<file path="config.mk">
export PLATFORM = sky130hd
export DESIGN_NAME = rate_matched_fifo
export DESIGN_NICKNAME = d
export VERILOG_FILES = /design/src/rtl/clkdiv_pkg.sv /design/src/rtl/rise_strobe.sv /design/src/rtl/rate_matched_fifo.sv
export SDC_FILE = /design/constraint.sdc
export NUM_CORES = 1
export LEC_CHECK = 0
export ABC_AREA = 1
export ABC_CLOCK_PERIOD_IN_PS = 1800
export BUFFER_PORTS_ARGS = -buffer_cell sky130_fd_sc_hd__buf_2
export CAP_MARGIN = 5
export CORE_UTILIZATION = 52
export CTS_BUF_LIST = sky130_fd_sc_hd__clkbuf_8
export DETAILED_ROUTE_END_ITERATION = 8
export HOLD_SLACK_MARGIN = 0.12
export PLACE_DENSITY = 0.72
export SYNTH_ARGS = -nofsm -noshare
export SYNTH_HDL_FRONTEND = slang
export SYNTH_HIERARCHICAL = 1
export SYNTH_SLANG_ARGS = --single-unit
</file>
<file path="constraint.sdc">
create_clock -name clk -period 1.8 [get_ports clk]
set_input_delay 0.09 -clock clk [delete_from_list [all_inputs] [get_ports clk]]
set_output_delay 0.09 -clock clk [all_outputs]
set_load 0.02 [all_outputs]
</file>
<file path="src/rtl/clkdiv_pkg.sv">
`default_nettype none
// ============================================================================
//  Module   : clkdiv_pkg
//  Purpose  : Shared constants for the rate-matched FIFO and its neighbours.
//             Holds the FIFO default geometry. It also holds the divide
//             ratios of the write/read rate clocks produced by the clock
//             divider, for use by benches.
//  Contents : FIFO_DW_DEF    - default FIFO data width (bits)
//             FIFO_DEPTH_DEF - default FIFO depth (entries, power of two)
//             WCLK_DIV       - clk / wclk ratio
//             RCLK_DIV       - clk / rclk ratio
//  Revision : 1.0 - initial release
// ============================================================================
package clkdiv_pkg;

   localparam int FIFO_DW_DEF    = 8;
   localparam int FIFO_DEPTH_DEF = 16;

   localparam int WCLK_DIV       = 2;
   localparam int RCLK_DIV       = 6;

endpackage : clkdiv_pkg
`default_nettype wire

</file>
<file path="src/rtl/rise_strobe.sv">
`default_nettype none
// ============================================================================
//  Module   : rise_strobe
//  Purpose  : Rising-edge detector for a slow, clk-generated level signal.
//             Produces a single-clk-wide strobe in the first cycle that din
//             is seen high after being low.
//  Ports    : clk   in  - master clock
//             rst_n in  - asynchronous active-low reset
//             din   in  - level to watch (already in the clk domain)
//             stb   out - one-cycle strobe on a 0->1 transition of din
//  Revision : 1.0 - initial release
// ============================================================================
module rise_strobe (
   input  logic clk,
   input  logic rst_n,
   input  logic din,
   output logic stb
);

   logic r_din_q;

   // Reset to 0 so that a level already high when reset is released
   // counts as a rising edge in the first cycle out of reset.
   always_ff @(posedge clk or negedge rst_n) begin
      if (!rst_n) begin
         r_din_q <= 1'b0;
      end else begin
         r_din_q <= din;
      end
   end

   assign stb = din & ~r_din_q;

endmodule : rise_strobe
`default_nettype wire

</file>
<file path="src/rtl/rate_matched_fifo.sv">
`default_nettype none
// ============================================================================
//  Module   : rate_matched_fifo
//  Purpose  : Single-clock FIFO that runs on clk. The producer writes at the
//             wclk rate and the consumer reads at the rclk rate. wclk/rclk
//             come from a register-based divider on clk, so they are used
//             directly as rate strobes without synchronisers. Sticky
//             overflow/underflow flags record rejected requests.
//  Ports    : clk       in  - master clock
//             rst_n     in  - asynchronous active-low reset
//             wclk      in  - write-rate clock (clk/2)
//             rclk      in  - read-rate clock (clk/6)
//             wr_en     in  - write request, acted on at the next write strobe
//             wr_data   in  - write data, sampled in the write-strobe cycle
//             rd_en     in  - read request, acted on at the next read strobe
//             clr_err   in  - synchronous clear of overflow/underflow
//             rd_data   out - registered read data
//             rd_valid  out - one-clk pulse when rd_data has been updated
//             full      out - occupancy == DEPTH
//             empty     out - occupancy == 0
//             count     out - current occupancy
//             overflow  out - sticky: write requested while it could not fit
//             underflow out - sticky: read requested while empty
//  Revision : 1.0 - initial release
// ============================================================================
module rate_matched_fifo
   import clkdiv_pkg::*;
#(
   parameter int DW    = FIFO_DW_DEF,
   parameter int DEPTH = FIFO_DEPTH_DEF
) (
   input  logic                     clk,
   input  logic                     rst_n,
   input  logic                     wclk,
   input  logic                     rclk,
   input  logic                     wr_en,
   input  logic [DW-1:0]            wr_data,
   input  logic                     rd_en,
   input  logic                     clr_err,
   output logic [DW-1:0]            rd_data,
   output logic                     rd_valid,
   output logic                     full,
   output logic                     empty,
   output logic [$clog2(DEPTH):0]   count,
   output logic                     overflow,
   output logic                     underflow
);

   localparam int AW = $clog2(DEPTH);

   localparam logic [AW:0]   c_full_count = (AW+1)'(DEPTH);
   localparam logic [AW:0]   c_cnt_one    = (AW+1)'(1);
   localparam logic [AW-1:0] c_ptr_one    = AW'(1);

   logic              w_wstb;
   logic              w_rstb;
   logic              w_wacc;
   logic              w_racc;
   logic              w_full;
   logic              w_empty;

   logic [AW-1:0]     r_wptr;
   logic [AW-1:0]     r_rptr;
   logic [AW:0]       r_count;
   logic [DW-1:0]     r_rd_data;
   logic              r_rd_valid;
   logic              r_overflow;
   logic              r_underflow;
   logic [DW-1:0]     r_mem [DEPTH];

   // -------------------------------------------------------------------------
   // Rate strobes
   // -------------------------------------------------------------------------
   rise_strobe u_wstb (
      .clk   (clk),
      .rst_n (rst_n),
      .din   (wclk),
      .stb   (w_wstb)
   );

   rise_strobe u_rstb (
      .clk   (clk),
      .rst_n (rst_n),
      .din   (rclk),
      .stb   (w_rstb)
   );

   // -------------------------------------------------------------------------
   // Accept logic
   // -------------------------------------------------------------------------
   assign w_full  = (r_count == c_full_count);
   assign w_empty = (r_count == '0);

   // A read never sees the entry written in the same cycle, so an empty FIFO
   // rejects the read even when a write lands alongside it. A full FIFO can
   // take a write if a read frees a slot in the same cycle.
   assign w_racc  = w_rstb & rd_en & ~w_empty;
   assign w_wacc  = w_wstb & wr_en & (~w_full | w_racc);

   // -------------------------------------------------------------------------
   // Storage (no reset: contents are don't-care until written)
   // -------------------------------------------------------------------------
   always_ff @(posedge clk) begin
      if (w_wacc) begin
         r_mem[r_wptr] <= wr_data;
      end
   end

   // -------------------------------------------------------------------------
   // Pointers, occupancy, read port and sticky flags
   // -------------------------------------------------------------------------
   always_ff @(posedge clk or negedge rst_n) begin
      if (!rst_n) begin
         r_wptr      <= '0;
         r_rptr      <= '0;
         r_count     <= '0;
         r_rd_data   <= '0;
         r_rd_valid  <= 1'b0;
         r_overflow  <= 1'b0;
         r_underflow <= 1'b0;
      end else begin
         if (w_wacc) begin
            r_wptr <= r_wptr + c_ptr_one;
         end

         // On a simultaneous write and read of a full FIFO, wptr == rptr.
         // This reads the old entry before the write replaces it.
         if (w_racc) begin
            r_rd_data <= r_mem[r_rptr];
            r_rptr    <= r_rptr + c_ptr_one;
         end
         r_rd_valid <= w_racc;

         case ({w_wacc, w_racc})
            2'b10:   r_count <= r_count + c_cnt_one;
            2'b01:   r_count <= r_count - c_cnt_one;
            default: r_count <= r_count;
         endcase

         // A new error in the same cycle as clr_err keeps the flag set.
         if (w_wstb & wr_en & ~w_wacc) begin
            r_overflow <= 1'b1;
         end else if (clr_err) begin
            r_overflow <= 1'b0;
         end

         if (w_rstb & rd_en & w_empty) begin
            r_underflow <= 1'b1;
         end else if (clr_err) begin
            r_underflow <= 1'b0;
         end
      end
   end

   assign rd_data   = r_rd_data;
   assign rd_valid  = r_rd_valid;
   assign full      = w_full;
   assign empty     = w_empty;
   assign count     = r_count;
   assign overflow  = r_overflow;
   assign underflow = r_underflow;

endmodule : rate_matched_fifo
`default_nettype wire

</file>
# ---- Yosys cells after proc, flatten, opt, wreduce, memory -nomap -nowiden
# Memory sizes are Yosys's and may differ from the RTL's. A register that Yosys moved wholly into a read port is not among the register bits.
# Cells that the tools add are included.
dict set report totals {
  ff_bits 18
  ram_bits 128
  output_inout_bits 18
  memories 1
}
dict set report op_classes {
  add_sub_neg 4
  eq_ne 3
  muxes 6
  bitwise_logic 14
  n_reduce_logical 5
}
# name depth word_bits rd rd_clocked_by_memory_dff wr line
set memory_table {}
lappend memory_table {r_mem 16 8 1 1 1 rate_matched_fifo.sv:69} ;# logic [DW-1:0] r_mem [DEPTH];
# operator count
set op_table {}
lappend op_table {{$pmux 5 s2} 1}
lappend op_table {{$add 4x1->4 const B} 2}
lappend op_table {{$and 1x1->1} 8}
lappend op_table {{$reduce_bool 2->1} 3}
lappend op_table {{$add 5x1->5 const B} 1}
lappend op_table {{$eq 5x5->1 const B} 1}
lappend op_table {{$logic_not 5->1} 1}
lappend op_table {{$mux 1} 5}
lappend op_table {{$not 1->1} 5}
lappend op_table {{$sub 5x1->5 const B} 1}
lappend op_table {{$eq 2x1->1 const B} 1}
lappend op_table {{$eq 2x2->1 const B} 1}
lappend op_table {{$logic_not 1->1} 1}
lappend op_table {{$or 1x1->1} 1}

# ---- Depth between registers and ports, before layout
dict set report depth {
  word_depth 9
  ltp_mapped 15
}

# ---- Modules after synthesis
# The synthesis kept the hierarchy.
# module instances cells_each area_each_um2
set modules_own_cells {}
lappend modules_own_cells {rate_matched_fifo 1 644 6646.4}
lappend modules_own_cells {rise_strobe 2 3 35.0}

# ---- Worst setup path after synthesis
# Ideal clock, no wire load.
dict set report synth_path {
  path_type {reg2reg}
  start {register r_count[3] (netlist: count[3])}
  end {register r_count[4] (netlist: count[4])}
  arrival_time_ps 1909
  required_ps 1687
  slack_ps -222
  path_stages_with_launch 14
  path_buffers 0
  synth_period_minus_slack_ps 2022
  cell_sequence {dfrtp_1 nor2_1 nand3_2 nand3_1 inv_1 ha_1 inv_1 o21ai_0 a21o_1 nand2_1 nand2_1 nand2_1 nand2_1 inv_1}
}
dict set report synth_via {
  elab_chain_len 7
}
# element line
set synth_rtl {}
lappend synth_rtl {{start: declaration} rate_matched_fifo.sv:64} ;# logic [AW:0] r_count;
lappend synth_rtl {{start signal: assignment} rate_matched_fifo.sv:135} ;# 2'b10: r_count <= r_count + c_cnt_one;
lappend synth_rtl {{start signal: assignment} rate_matched_fifo.sv:136} ;# 2'b01: r_count <= r_count - c_cnt_one;
lappend synth_rtl {{start signal: assignment} rate_matched_fifo.sv:137} ;# default: r_count <= r_count;
lappend synth_rtl {{$logic_not 5->1} rate_matched_fifo.sv:92} ;# assign w_empty = (r_count == '0);
lappend synth_rtl {{$not 1->1} rate_matched_fifo.sv:97} ;# assign w_racc = w_rstb & rd_en & ~w_empty;
lappend synth_rtl {{$and 1x1->1} rate_matched_fifo.sv:97}
lappend synth_rtl {{$or 1x1->1} rate_matched_fifo.sv:98} ;# assign w_wacc = w_wstb & wr_en & (~w_full | w_racc);
lappend synth_rtl {{$and 1x1->1} rate_matched_fifo.sv:98}
lappend synth_rtl {{$eq 2x1->1 / $eq 2x2->1 (equally long branches)} rate_matched_fifo.sv:134} ;# case ({w_wacc, w_racc})
lappend synth_rtl {{$pmux 5 s2 / $reduce_bool 2->1 (equally long branches)} -}
# Several ways; a longest one is shown, not always the timed one.
# A chain may end at the register's enable or synchronous reset.

# ---- Final worst setup path
dict set report layout_path {
  start {register r_count[1] (netlist: count[1])}
  end {register r_count[3] (netlist: count[3])}
}
# Same word-level chain as after synthesis.

==> out/metrics.cfg <==
[timing]
hold_viol_final=0
rsz0062_at_grt=yes
period_share=1.03
fin_crit_ps=1860
slew_viol_final=0
setup_ws_ps=-57.1
fmax_ghz=0.538
tightest_slew_ps=609
fin_skew_ps=13.7
slew_headroom=0.594
setup_viol=2

[setup_path]
required_ps=2190
crit_arrival_ps=2250
critical_path_class=reg -> reg
crit_chain=nor2_4, nand3_4, nand3_4, inv_4, ha_4, buf_4, nand3_2, nand3_1, xor2_1, nand2_1, nand2_1
crit_path_start=count[1]
critPathCapture=count[3]
rr_endpoint=count[3]
cp_slowest_cell=dfrtp_2
startpoint_type=flop
r2r_start=count[1]
critPathMaxStageDelay_ps=430
worstRegToRegCells=11
reg2reg_setup_slack_ps=-60
crit_fanout=3
worstSetupEndpointType=flop

[clocking]
cts_tree=built
clk_latency_ps=450
cts.sinks=154
cts_max_level=4
cts_buffer_depth=2
cts_inserted_buffers=17
cts-root-buf=clkbuf_8
cts.clk_slew.worst_paths_ps=80

[layout]
final_common_cell=nand2_1
nets=756
fin_util=0.630
drive_gt1_frac=0.177
most-common-layout-cells=nand2_1, edfxtp_1, inv_1
syn_to_final_growth_pct=18.3
antennaDiodeCount=0
final_area_sq_um=7950

[global_route]
antenna_found_initial=0
grt-ovfl-total=0
grt_max_degree=75
grt_pass1_wl_microns=23000
grt_pass1_vias=4468
gr-usage-all-layers=0.241

[synth]
synthArstFlopShare=0.169
syn_area_sq_um=6720
synthFlopType=edfxtp_1
synth-edff-count=128
syn_nets=674
syn_inst=650
synth_seq_cells=154
avgSynthCellArea_sq_um=10.3
netlist-cell-type-count=27
yosysWarnings=6
yosysSeqAreaShare=0.669

[place]
postPlaceCellArea_sq_um=7280
globalplace.congestion=0.894
numPortBuffers=32
dp_hpwl_microns=8910
pre_cts_ws_ps=-92.4

[power]
power.total_w=0.0108
power.switching_w=0.00405
power_frac_seq=0.407
p_int_w=0.00671
switching_share=0.376
ir_drop_uv=752
power.density_nw_per_um2=1350
combPwrFrac=0.372
clockPowerShare=0.220
leakage_nw=3.54

[hold_path]
hp-class=in -> async

[die]
rows=41
die_area_sq_um=13400
start_util=0.532
dieWidth_microns=116
ios=33
coreArea_sq_um=12600
die_h_microns=116

[routing]
detail_route.vias_per_cell=5.10
vias=4674
wire_per_inst_microns=16.3
drtIter0Drc=387
drc=0
wl_microns=14900
first_pass_iters=5
final_antenna_net_count=0

[flow_run]
cap_violations=0

[status]
violations=setup timing
status=finished, violations left

-- power groups by stage --
stage               Combinational, W  Sequential, W  Clock, W
finish                       0.00401        0.00439   0.00237
global placement             0.00368        0.00443         0
global route                 0.00449        0.00442   0.00254
detailed placement           0.00377        0.00445         0
floorplan                    0.00241        0.00458         0
CTS                          0.00385        0.00438   0.00240
-- timing repair --
item                                    in CTS  in global routing
pin swaps                                    2                 12
cloned                                       0                  0
hold buffers                                15                  0
buffers inserted                             3                  6
gates resized for setup                      6                 16
endpoints found under the hold margin      158                  0
endpoints found under the setup margin      27                130
-- sequential cells by signal (all words and copies together), names as in the netlist --
| signal | count |
|---|---|
| r_rptr | 4 |
| rd_data | 8 |
| r_wptr | 4 |
| rd_valid | 1 |
| underflow | 1 |
| u_rstb/r_din_q | 1 |
| overflow | 1 |
| r_mem | 128 |
| count | 5 |
| u_wstb/r_din_q | 1 |
-- logic make-up after synthesis --
family | Yosys count | share of synthesized area
buffers and inverters | 123 | 0.0747
adders and majority gates | 9 | 0.0179
AOI/OAI and AO/OA | 19 | 0.0199
and+or+nand+nor | 336 | 0.207
xor gates and xnor gates | 9 | 0.0117
DFF | 154 | 0.669
-- critical path, delay by kind of cell (launching register included) --
family,cells,cell delay (ps)
flip-flops,1,430
AND/OR/NAND/NOR,7,700
buffers and inverters,2,170
XOR/XNOR,1,220
adder cells (fa/ha/maj),1,260
-- synth_stat cells (2+ instances only) --
cell      count  area share
inv_1        93       0.052
buf_2        17       0.013
nor2_1       20       0.011
o211ai_1      8      0.0089
nand2_1     223        0.12
buf_4         3      0.0034
o21ai_0       3      0.0022
clkinv_1      2      0.0011
clkbuf_1      6      0.0034
edfxtp_1    128        0.57
a21oi_1       3      0.0022
nor2_2        2      0.0019
nand3_1      88       0.066
ha_1          8       0.015
xor2_1        9       0.012
dfrtp_1      26       0.097
-- worst min path at each step --
stage               depth (start not counted)        to  slack, ps
finish                                      2  overflow        170
CTS                                         2  count[4]        170
global placement                            1  count[4]        120
global route                                2  count[4]        210
floorplan                                   0  count[0]       -210
detailed placement                          1  count[4]        120
-- per-stage QoR --
stage	TNS, ps	hold slack, ps	cells
CTS	-142	166	911
global route	-367	214	917
global placement	0	117	861
floorplan	-9030	-206	650
detailed placement	-142	123	861
finish	-82.5	173	917
-- final cells by class --
class / count / area, sq um
sequential: 154 / 4500
fill: 1002 / 4670
clock inverter: 15 / 119
multi-input combinational: 373 / 1820
clock buffer: 17 / 234
tap: 172 / 215
timing repair buffer: 90 / 696
inverter: 96 / 363
-- per-layer routing --
metal,part of all wire,up-vias,global-route usage
met5,0,-,0
met4,0.030,0,0.120
met3,0.050,39,0.0502
met2,0.49,151,0.384
met1,0.43,2217,0.316
li1,-,2267,-
No activity file was read; power rests on OpenSTA's default activity.
